## src/rtl/seq_subtractor.sv

```systemverilog
// rtl/seq_subtractor.sv - limb-serial A-B subtractor with S1/S2 pipeline; option SEQ_SUBTRACTOR_ZERO_FLAG_EN adds out_zero
module seq_subtractor #(
    parameter int WIDTH = 8
) (
    input  logic             clk,
    input  logic             rst,
    input  logic             in_valid,
    output logic             in_ready,
    input  logic [WIDTH-1:0] input_a,
    input  logic [WIDTH-1:0] input_b,
    input  logic             in_first,
    input  logic             in_last,
    output logic             out_valid,
    input  logic             out_ready,
    output logic [WIDTH-1:0] diff,
    output logic             out_borrow,
    output logic             out_last,
    output logic             protocol_err
`ifdef SEQ_SUBTRACTOR_ZERO_FLAG_EN
    ,
    output logic             out_zero
`endif
);

    localparam logic [0:0] ST_IDLE  = 1'b0;
    localparam logic [0:0] ST_CHAIN = 1'b1;

    logic             s1_valid;
    logic [WIDTH-1:0] s1_a;
    logic [WIDTH-1:0] s1_b;
    logic             s1_first;
    logic             s1_last;
    logic [0:0]       state;
    logic             borrow_q;

    logic             s2_ready;
    logic             s1_move;
    logic             accept;
    logic             eff_first;
    logic             bin;
    logic             err;
    logic [WIDTH:0]   sub;

    assign s2_ready = !out_valid || out_ready;
    assign s1_move  = s1_valid && s2_ready;
    assign in_ready = !rst && (!s1_valid || s2_ready);
    assign accept   = in_valid && in_ready;

    // A limb arriving in IDLE always starts a chain, with or without its first flag.
    always_comb begin
        eff_first = s1_first || (state == ST_IDLE);
        bin       = eff_first ? 1'b0 : borrow_q;
        err       = (state == ST_IDLE) ? !s1_first : s1_first;
        sub       = {1'b0, s1_a} - {1'b0, s1_b} - {{WIDTH{1'b0}}, bin};
    end

    always_ff @(posedge clk) begin
        if (rst) begin
            s1_valid     <= 1'b0;
            s1_a         <= '0;
            s1_b         <= '0;
            s1_first     <= 1'b0;
            s1_last      <= 1'b0;
            state        <= ST_IDLE;
            borrow_q     <= 1'b0;
            out_valid    <= 1'b0;
            diff         <= '0;
            out_borrow   <= 1'b0;
            out_last     <= 1'b0;
            protocol_err <= 1'b0;
        end else begin
            if (accept) begin
                s1_valid <= 1'b1;
                s1_a     <= input_a;
                s1_b     <= input_b;
                s1_first <= in_first;
                s1_last  <= in_last;
            end else if (s1_move) begin
                s1_valid <= 1'b0;
            end

            if (s1_move) begin
                out_valid    <= 1'b1;
                diff         <= sub[WIDTH-1:0];
                out_borrow   <= sub[WIDTH];
                out_last     <= s1_last;
                protocol_err <= err;
                borrow_q     <= s1_last ? 1'b0 : sub[WIDTH];
                state        <= s1_last ? ST_IDLE : ST_CHAIN;
            end else begin
                if (out_ready) begin
                    out_valid <= 1'b0;
                end
                protocol_err <= 1'b0;
            end
        end
    end

`ifdef SEQ_SUBTRACTOR_ZERO_FLAG_EN
    logic zero_acc;
    logic zero_next;

    assign zero_next = (eff_first || zero_acc) && (sub[WIDTH-1:0] == '0);

    always_ff @(posedge clk) begin
        if (rst) begin
            zero_acc <= 1'b0;
            out_zero <= 1'b0;
        end else if (s1_move) begin
            zero_acc <= zero_next;
            out_zero <= s1_last && zero_next;
        end
    end
`endif

endmodule

```

## config.mk

```make
export PLATFORM = sky130hd
export DESIGN_NAME = seq_subtractor
export DESIGN_NICKNAME = d
export VERILOG_FILES = /design/src/rtl/seq_subtractor.sv
export SDC_FILE = /design/constraint.sdc
export NUM_CORES = 1
export LEC_CHECK = 0
export CORE_MARGIN = 10
export CORE_UTILIZATION = 40
export CTS_CLUSTER_SIZE = 24
export DETAILED_ROUTE_END_ITERATION = 10
export PLACE_DENSITY = 0.68
export SYNTH_ARGS = -nofsm -noshare
export SYNTH_HDL_FRONTEND = slang
export SYNTH_SLANG_ARGS = --single-unit
```

## constraint.sdc

```tcl
create_clock -name clk -period 6.9 [get_ports clk]
set_input_delay 0.69 -clock clk [delete_from_list [all_inputs] [get_ports clk]]
set_output_delay 0.69 -clock clk [all_outputs]
set_load 0.01 [all_outputs]
```

# ---- Yosys cells after proc, flatten, opt, wreduce, memory -nomap -nowiden
# Cells that the tools add are included.
dict set report word_totals {
  ff_bits 33
  output_inout_bits 13
}
dict set report classes {
  reduce_logical 13
  n_mux 8
  addsub 2
  bitwise 2
}
# cell n
set op_table {}
lappend op_table {{subtractor 8 x 8 -> 9 bit} 1}
lappend op_table {{subtractor 9 x 1 -> 9 bit} 1}
lappend op_table {{two-way mux 1 bit} 8}
lappend op_table {{logical NOT 1 bit} 4}
lappend op_table {{nonzero test 2 bit} 2}
lappend op_table {{logical AND 1 bit} 3}
lappend op_table {{logical OR 1 bit} 3}
lappend op_table {{inverter 1 bit} 2}
lappend op_table {{OR reduction 2 bit} 1}

# ---- Longest topological paths before layout
# Gate-level depths: netlist (run 1).
dict set report logic_depth {
  depth_word 6
  depth_mapped 11
  ltp_nobuf 11
}

# ---- Worst setup path before layout (run 1)
# OpenSTA, ideal clock, no wires.
dict set report synth_timing {
  path_kind {register -> register}
  from {register s1_first}
  to {register out_borrow}
  slack_ps 4685
  stages_incl_launch_ff 11
  period_less_slack_ps 2215
  n_path_buf 0
  arrival_time_ps 2129
  setup_ps 86
  cell_sequence {dfxtp_1 > inv_1 > ha_1 > nand2_1 > fa_1 > fa_1 > nor3b_1 > o211a_1 > nor3_2 > xor2_1 > a211oi_1}
}
dict set report synth_via {
  elab_chain_len 3
}
# element line
set synth_rtl {}
lappend synth_rtl {{from (decl)} 31} ;# logic s1_first;
lappend synth_rtl {{from (signal assigned)} 76} ;# s1_first <= in_first;
lappend synth_rtl {{logical OR 1 bit} 51} ;# eff_first = s1_first || (state == ST_IDLE);
lappend synth_rtl {{two-way mux 1 bit} 52} ;# bin = eff_first ? 1'b0 : borrow_q;
lappend synth_rtl {{subtractor 9 x 1 -> 9 bit} 54} ;# sub = {1'b0, s1_a} - {1'b0, s1_b} - {{WIDTH{1'b0}}, bin};
lappend synth_rtl {{to (signal assigned)} 85} ;# out_borrow <= sub[WIDTH];
lappend synth_rtl {{to (decl)} 16} ;# output logic out_borrow,
# No other way between the ends.
# A chain may end at the register's enable or synchronous reset.

# ---- Worst setup path after layout (run 1)
dict set report layout_timing {
  from {input port rst}
  to {output port in_ready}
}
dict set report layout_via {
  elab_chain_len 2
}
# element line
set layout_rtl {}
lappend layout_rtl {{from (decl)} 6} ;# input logic rst,
lappend layout_rtl {{logical NOT 1 bit} 46} ;# assign in_ready = !rst && (!s1_valid || s2_ready);
lappend layout_rtl {{logical AND 1 bit} 46}
lappend layout_rtl {{to (decl)} 8} ;# output logic in_ready,
# No other way between the ends.

==> results.json, run 1 <==
{
  "antenna_found_initial": 0,
  "rrSetupSlack_ns": 4.47,
  "layout_min_cycle_time_ns": 2.78,
  "dr.pass1.iters": 4,
  "path_delay_family": "buffers and inverters",
  "syn_inst": 201,
  "synth_cell_types": 35,
  "ir_drop_mv": 0.126,
  "ios": 35,
  "power_density_mw_per_mm2": 242,
  "synth_warnings": 0,
  "synth_flop_cell": "dfxtp_1",
  "vias": 1397,
  "r2r_end": "out_borrow",
  "path_class": "in -> out",
  "path_common_cell": "clkdlybuf4s50_1",
  "required_ns": 6.21,
  "grt_pass1_vias": 1382,
  "cts_root_buf": "clkbuf_8",
  "end_kind": "primary output",
  "cts_hold_buf": 0,
  "p_switching_w": 0.000141,
  "yosysSeqAreaShare_pct": 38.9,
  "maxCapViolations": 0,
  "diodes": 0,
  "rsz0062_at_grt": "false",
  "clkPwrFrac_pct": 35.5,
  "ys_seq_elements": 33,
  "syn_to_final_growth_pct": 28.1,
  "hp-class": "reg -> reg",
  "drc_errors": 0,
  "coreArea_mm2": 0.00406,
  "setup_viol": 0,
  "clock_latency_ns": 0.28,
  "drtIter0Drc": 84,
  "die_w_um": 85.2,
  "routabilityCongestion": 0.784,
  "p_int_w": 0.000386,
  "switching_share_pct": 26.7,
  "path_cells": "clkdlybuf4s50_1, buf_4, a21oi_2, clkdlybuf4s50_1",
  "initial_core_util_pct": 41.9,
  "layout.nets": 273,
  "tightest_slew_ns": 0.947,
  "ff2ff_path_depth": 10,
  "post-cts-setup-buffer-count": 0,
  "p_seq_share_pct": 40.7,
  "cts_buffer_depth": 2,
  "crit_arrival_ns": 2.09,
  "numCtsBuffers": 5,
  "port_buffers": 34,
  "slew_headroom_pct": 36.8,
  "fmax_mhz": 360,
  "min_to": "diff[6]",
  "cpMaxStageDelayCell": "clkdlybuf4s50_1",
  "slew_violations": 0,
  "finalHoldViolations": 0,
  "final_common_cell": "nand2_1",
  "hpwl_um": 2540,
  "drtAntennaViolNets": 0,
  "wl_um": 3510,
  "p_comb_share_pct": 23.9,
  "cp-start-kind": "primary input",
  "clk_pin_slew_ns": 0.07,
  "layout_common_cells": "nand2_1 (42), clkdlybuf4s50_1 (34), dfxtp_1 (33)",
  "syn-num-nets": 240,
  "status": "complete, no violations",
  "syn_area_mm2": 0.00170,
  "track_usage_pct": 10.3,
  "critPathMaxFanout": 40,
  "holdPathStages": 2,
  "finalPower_w": 0.000527,
  "utilization_pct": 53.7,
  "r2r-start": "s1_first",
  "cts-resized-gates": 0,
  "min_from": "diff[6]",
  "synth_area_per_cell_um2": 8.46,
  "slowest_delay_ns": 0.56,
  "grt_pass1_wl_um": 6200,
  "p_leak_nw": 0.899,
  "drive_gt1_share_pct": 5.11,
  "cts_max_level": 2,
  "rows": 23,
  "period_share_pct": 40.3,
  "clock_sinks": 33,
  "grt_max_degree": 41,
  "cts_tree": "done",
  "viasPerCell": 4.90,
  "path_buf_inv": 3,
  "synth_edf_count": 0,
  "grt_overflow_total": 0,
  "chipHeight_um": 85.2,
  "fp.dieArea_mm2": 0.00726,
  "timing.setup.tns_ns": 0,
  "wl_per_cell_um": 12.3,
  "async_flop_share_pct": 0,
  "finClkSkew_ns": 0.00513
}
## synth_stat cells, types with 2 or more instances
| cell type | instances | share of area, % |
|---|---|---|
| a211oi_1 | 2 | 0.88 |
| a21oi_1 | 9 | 2.6 |
| a21oi_2 | 2 | 1.0 |
| buf_2 | 3 | 0.88 |
| clkbuf_1 | 4 | 0.88 |
| dfxtp_1 | 33 | 39 |
| fa_1 | 2 | 2.4 |
| ha_1 | 15 | 11 |
| inv_1 | 21 | 4.6 |
| nand2_1 | 42 | 9.3 |
| nand2b_1 | 3 | 1.1 |
| nand3_1 | 2 | 0.59 |
| nand3b_1 | 13 | 5.7 |
| nor2_1 | 11 | 2.4 |
| nor2b_1 | 2 | 0.74 |
| nor3_1 | 2 | 0.59 |
| nor3b_1 | 2 | 0.88 |
| o211ai_1 | 2 | 0.88 |
| o21ai_0 | 4 | 1.2 |
| o31ai_1 | 9 | 4.0 |
| or4_1 | 2 | 0.88 |
| xnor2_1 | 2 | 1.0 |
| xor2_1 | 2 | 1.0 |
## sequential cells by signal, indices dropped and copies added, names as in the netlist
register	count
s1_b	8
state	1
out_borrow	1
s1_last	1
diff	8
protocol_err	1
s1_valid	1
s1_first	1
s1_a	8
borrow_q	1
out_valid	1
out_last	1
## worst min-delay path: stages (launching register included)
cell and delay (ns):
dfxtp_1 0.31, nand2_1 0.05, a21oi_1 0.05
## per-stage QoR
stage,area [µm²],std cells,setup WS [ns],hold slack [ns]
after global placement,2060,277,4.14,0.443
final,2180,285,4.12,0.454
after floorplan,1700,201,4.69,0.448
after CTS,2180,285,4.13,0.455
after global routing,2180,285,4.07,0.476
after detailed placement,2060,277,4.13,0.445
## layer usage
layer / global-route usage [%] / part of all wire [%] / vias to the layer above / wire length [µm]
met3: 3.73 / 4.7 / 6 / 164
met5: 0 / 0 / - / 0
met1: 11.2 / 46 / 622 / 1630
li1: - / - / 742 / -
met4: 4.49 / 2.0 / 0 / 70
met2: 17.6 / 47 / 27 / 1650
## cells by family after synthesis
| logic type | after synthesis | synth area share, % |
|---|---|---|
| and+or+nand+nor | 84 | 25.0 |
| AOI/OAI and AO/OA | 33 | 13.2 |
| DFF | 33 | 38.9 |
| buffers and inverters | 30 | 7.51 |
| adders and majority gates | 17 | 13.4 |
| xor gates and xnor gates | 4 | 2.06 |
## worst max-delay path by stage
stage	startpoint	endpoint	depth (start not counted)
floorplan	s1_first	out_borrow	10
global placement	rst	in_ready	4
detailed placement	rst	in_ready	4
CTS	rst	in_ready	4
global route	rst	in_ready	4
finish	rst	in_ready	4
## power by group through the flow
stage | clock network (W) | registers [W] | logic, W
floorplan | 0 | 0.000220 | 0.0000818
global placement | 0 | 0.000218 | 0.000125
detailed placement | 0 | 0.000219 | 0.000126
CTS | 0.000192 | 0.000214 | 0.000127
global route | 0.000199 | 0.000216 | 0.000143
finish | 0.000187 | 0.000214 | 0.000126
## area by class of cell
type	instances	area (µm²)
Timing Repair Buffer	35	348
Tap cell	50	62.6
Clock buffer	7	86.3
Multi-Input combinational cell	138	912
Fill cell	394	1880
Clock inverter	1	30.0
Inverter	21	78.8
Sequential cell	33	661
Power figures use the tool's default switching activity.
==> run 2: changes to the inputs <==
--- a/config.mk
+++ b/config.mk
@@ -9,7 +9,7 @@
 export CORE_UTILIZATION = 40
 export CTS_CLUSTER_SIZE = 24
 export DETAILED_ROUTE_END_ITERATION = 10
-export PLACE_DENSITY = 0.68
+export PLACE_DENSITY = 0.7
 export SYNTH_ARGS = -nofsm -noshare
 export SYNTH_HDL_FRONTEND = slang
 export SYNTH_SLANG_ARGS = --single-unit
==> constraint.sdc (replaced) <==
create_clock -name clk -period 2.4 [get_ports clk]
set_input_delay 0.24 -clock clk [delete_from_list [all_inputs] [get_ports clk]]
set_output_delay 0.24 -clock clk [all_outputs]
set_load 0.01 [all_outputs]
==> results.json, run 2 (same netlist as run 1, synthesis figures left out) <==
{
  "pre_cts_ws_ns": -0.0185,
  "holdPathStages": 2,
  "finClkSkew_ns": 0.00448,
  "hp-class": "reg -> reg",
  "vias": 1386,
  "placedCellCount": 280,
  "drive_gt1_share_pct": 8.82,
  "clk_pin_slew_ns": 0.07,
  "fp.dieArea_mm2": 0.00726,
  "clock_latency_ns": 0.29,
  "cpMaxStageDelayCell": "fa_2",
  "period_share_pct": 94.8,
  "power_density_mw_per_mm2": 660,
  "maxCapViolations": 0,
  "path_buf_inv": 2,
  "required_ns": 2.64,
  "cts_tree": "done",
  "die_w_um": 85.2,
  "cts_max_level": 2,
  "num-fill-cells": 388,
  "drtIter0Drc": 62,
  "ir_drop_mv": 0.368,
  "grt_overflow_total": 0,
  "ios": 35,
  "crit_arrival_ns": 2.51,
  "clock_sinks": 33,
  "fmax_mhz": 439,
  "timing.setup.tns_ns": 0,
  "grt_max_degree": 40,
  "wl_um": 3690,
  "worst_slack_ns": 0.124,
  "cts_buffer_depth": 2,
  "p_switching_w": 0.000415,
  "clkPwrFrac_pct": 31.5,
  "port_buffers": 34,
  "end_kind": "flip-flop",
  "path_class": "reg -> reg",
  "chipHeight_um": 85.2,
  "p_int_w": 0.00104,
  "finalHoldViolations": 0,
  "viasPerCell": 4.81,
  "hpwl_um": 2680,
  "rrSetupSlack_ns": 0.12,
  "setup_viol": 0,
  "layout.nets": 276,
  "coreArea_mm2": 0.00406,
  "syn_to_final_growth_pct": 29.7,
  "slowest_delay_ns": 0.45,
  "cts_hold_buf": 0,
  "rsz0062_at_grt": "true",
  "whs_ns": 0.450,
  "fin_cells": 288,
  "final_common_cell": "nand2_1",
  "tightest_slew_ns": 0.367,
  "path_cells": "inv_1, ha_1, nand2_1, fa_2, inv_1, ha_1, o21ai_2, a21oi_2, o221ai_2, or4_1, nand3_1",
  "cts_root_buf": "clkbuf_8",
  "switching_share_pct": 28.5,
  "drc_errors": 0,
  "diodes": 0,
  "slew_headroom_pct": 75.6,
  "layout_min_cycle_time_ns": 2.28,
  "drtAntennaViolNets": 0,
  "p_leak_nw": 0.912,
  "initial_core_util_pct": 41.9,
  "numCtsBuffers": 5,
  "slew_violations": 0,
  "reg.largest.list": "diff: 8 flops, s1_a: 8 flops, s1_b: 8 flops",
  "p_comb_share_pct": 26.1,
  "status": "complete, no violations",
  "ff2ff_path_depth": 11,
  "cp-start-kind": "flip-flop",
  "dr.pass1.iters": 4,
  "antenna_found_initial": 0,
  "routabilityCongestion": 0.825,
  "grt_pass1_wl_um": 6200,
  "critPathMaxFanout": 3,
  "track_usage_pct": 10.6,
  "grt_pass1_vias": 1375,
  "p_seq_share_pct": 42.4,
  "wl_per_cell_um": 12.8,
  "crit_cells": 11,
  "regArea_um2": 661,
  "layout_common_cells": "nand2_1 (42), clkdlybuf4s50_1 (34), dfxtp_1 (33)",
  "path_delay_family": "adder cells",
  "multi_input_area_um2": 932,
  "rows": 23
}
-- run 2: cell types whose count changed in the layout (fill, tap and decap cells not counted), sizes merged --
cell    change
buf         +3
bufinv      -1
clkinv      +1
-- run 2: path summary, 6_finish.rpt --
check	from	endpoint
setup / recovery	s1_first	diff[7]
hold / removal	diff[4]	diff[4]
setup reg to reg	s1_first	diff[7]
hold reg to reg	diff[4]	diff[4]
-- run 2: routing by layer --
layer,up-vias,GRT usage [%],share of wire (%)
met4,0,7.19,2.1
met1,605,11.6,46
met2,30,16.3,46
met3,8,4.30,6.7
met5,-,0,0
li1,743,-,-
-- run 2: area by class of cell --
class / count / area share, %
tap: 50 / 2.84
sequential: 33 / 29.9
timing repair buffer: 38 / 16.8
clock buffer: 7 / 4.37
multi-input combinational: 138 / 42.3
inverter: 21 / 3.57
clock inverter: 1 / 0.227
-- run 2: power groups by stage --
stage	Combinational, W	Sequential [W]	Clock (W)
detailed placement	0.000368	0.000629	0
global placement	0.000361	0.000628	0
global route	0.000429	0.000621	0.000503
floorplan	0.000235	0.000632	0
finish	0.000380	0.000616	0.000459
CTS	0.000373	0.000617	0.000478
-- run 2: through the flow --
step,power [W],utilization (%),cell area (µm²)
finish,0.00145,54.4,2210
global route,0.00155,54.4,2210
CTS,0.00147,54.0,2190
detailed placement,0.000996,51.4,2080
global placement,0.000989,51.4,2080
floorplan,0.000867,-,1700
-- run 2: timing repair --
item                                   CTS  global route
endpoints found under the hold margin    0             0
cloned                                   0             0
setup buffers                            0             0
setup endpoints to repair                1             4
pin swaps                                0             4
resized for setup                        1             6
-- run 2: tightest hold or removal path: cells and delay by family, from the launching register on --
family	cells	cell delay, ns
AO/OA/AOI/OAI	1	0.05
flip-flops	1	0.31
AND/OR/NAND/NOR	1	0.05
==> run 3: changes to the inputs <==
--- a/config.mk
+++ b/config.mk
@@ -10,6 +10,7 @@
 export CTS_CLUSTER_SIZE = 24
 export DETAILED_ROUTE_END_ITERATION = 10
 export PLACE_DENSITY = 0.7
+export SKIP_CTS_REPAIR_TIMING = 1
 export SYNTH_ARGS = -nofsm -noshare
 export SYNTH_HDL_FRONTEND = slang
 export SYNTH_SLANG_ARGS = --single-unit
==> results of run 3 <==
Final layout, timing and power as in run 2 (identical DEF).
Main changes from that run: wire length of the first global-routing pass 6200 µm -> 6220 µm; via count of the first global-routing pass 1375 -> 1373; met1 usage 11.6% -> 11.7%
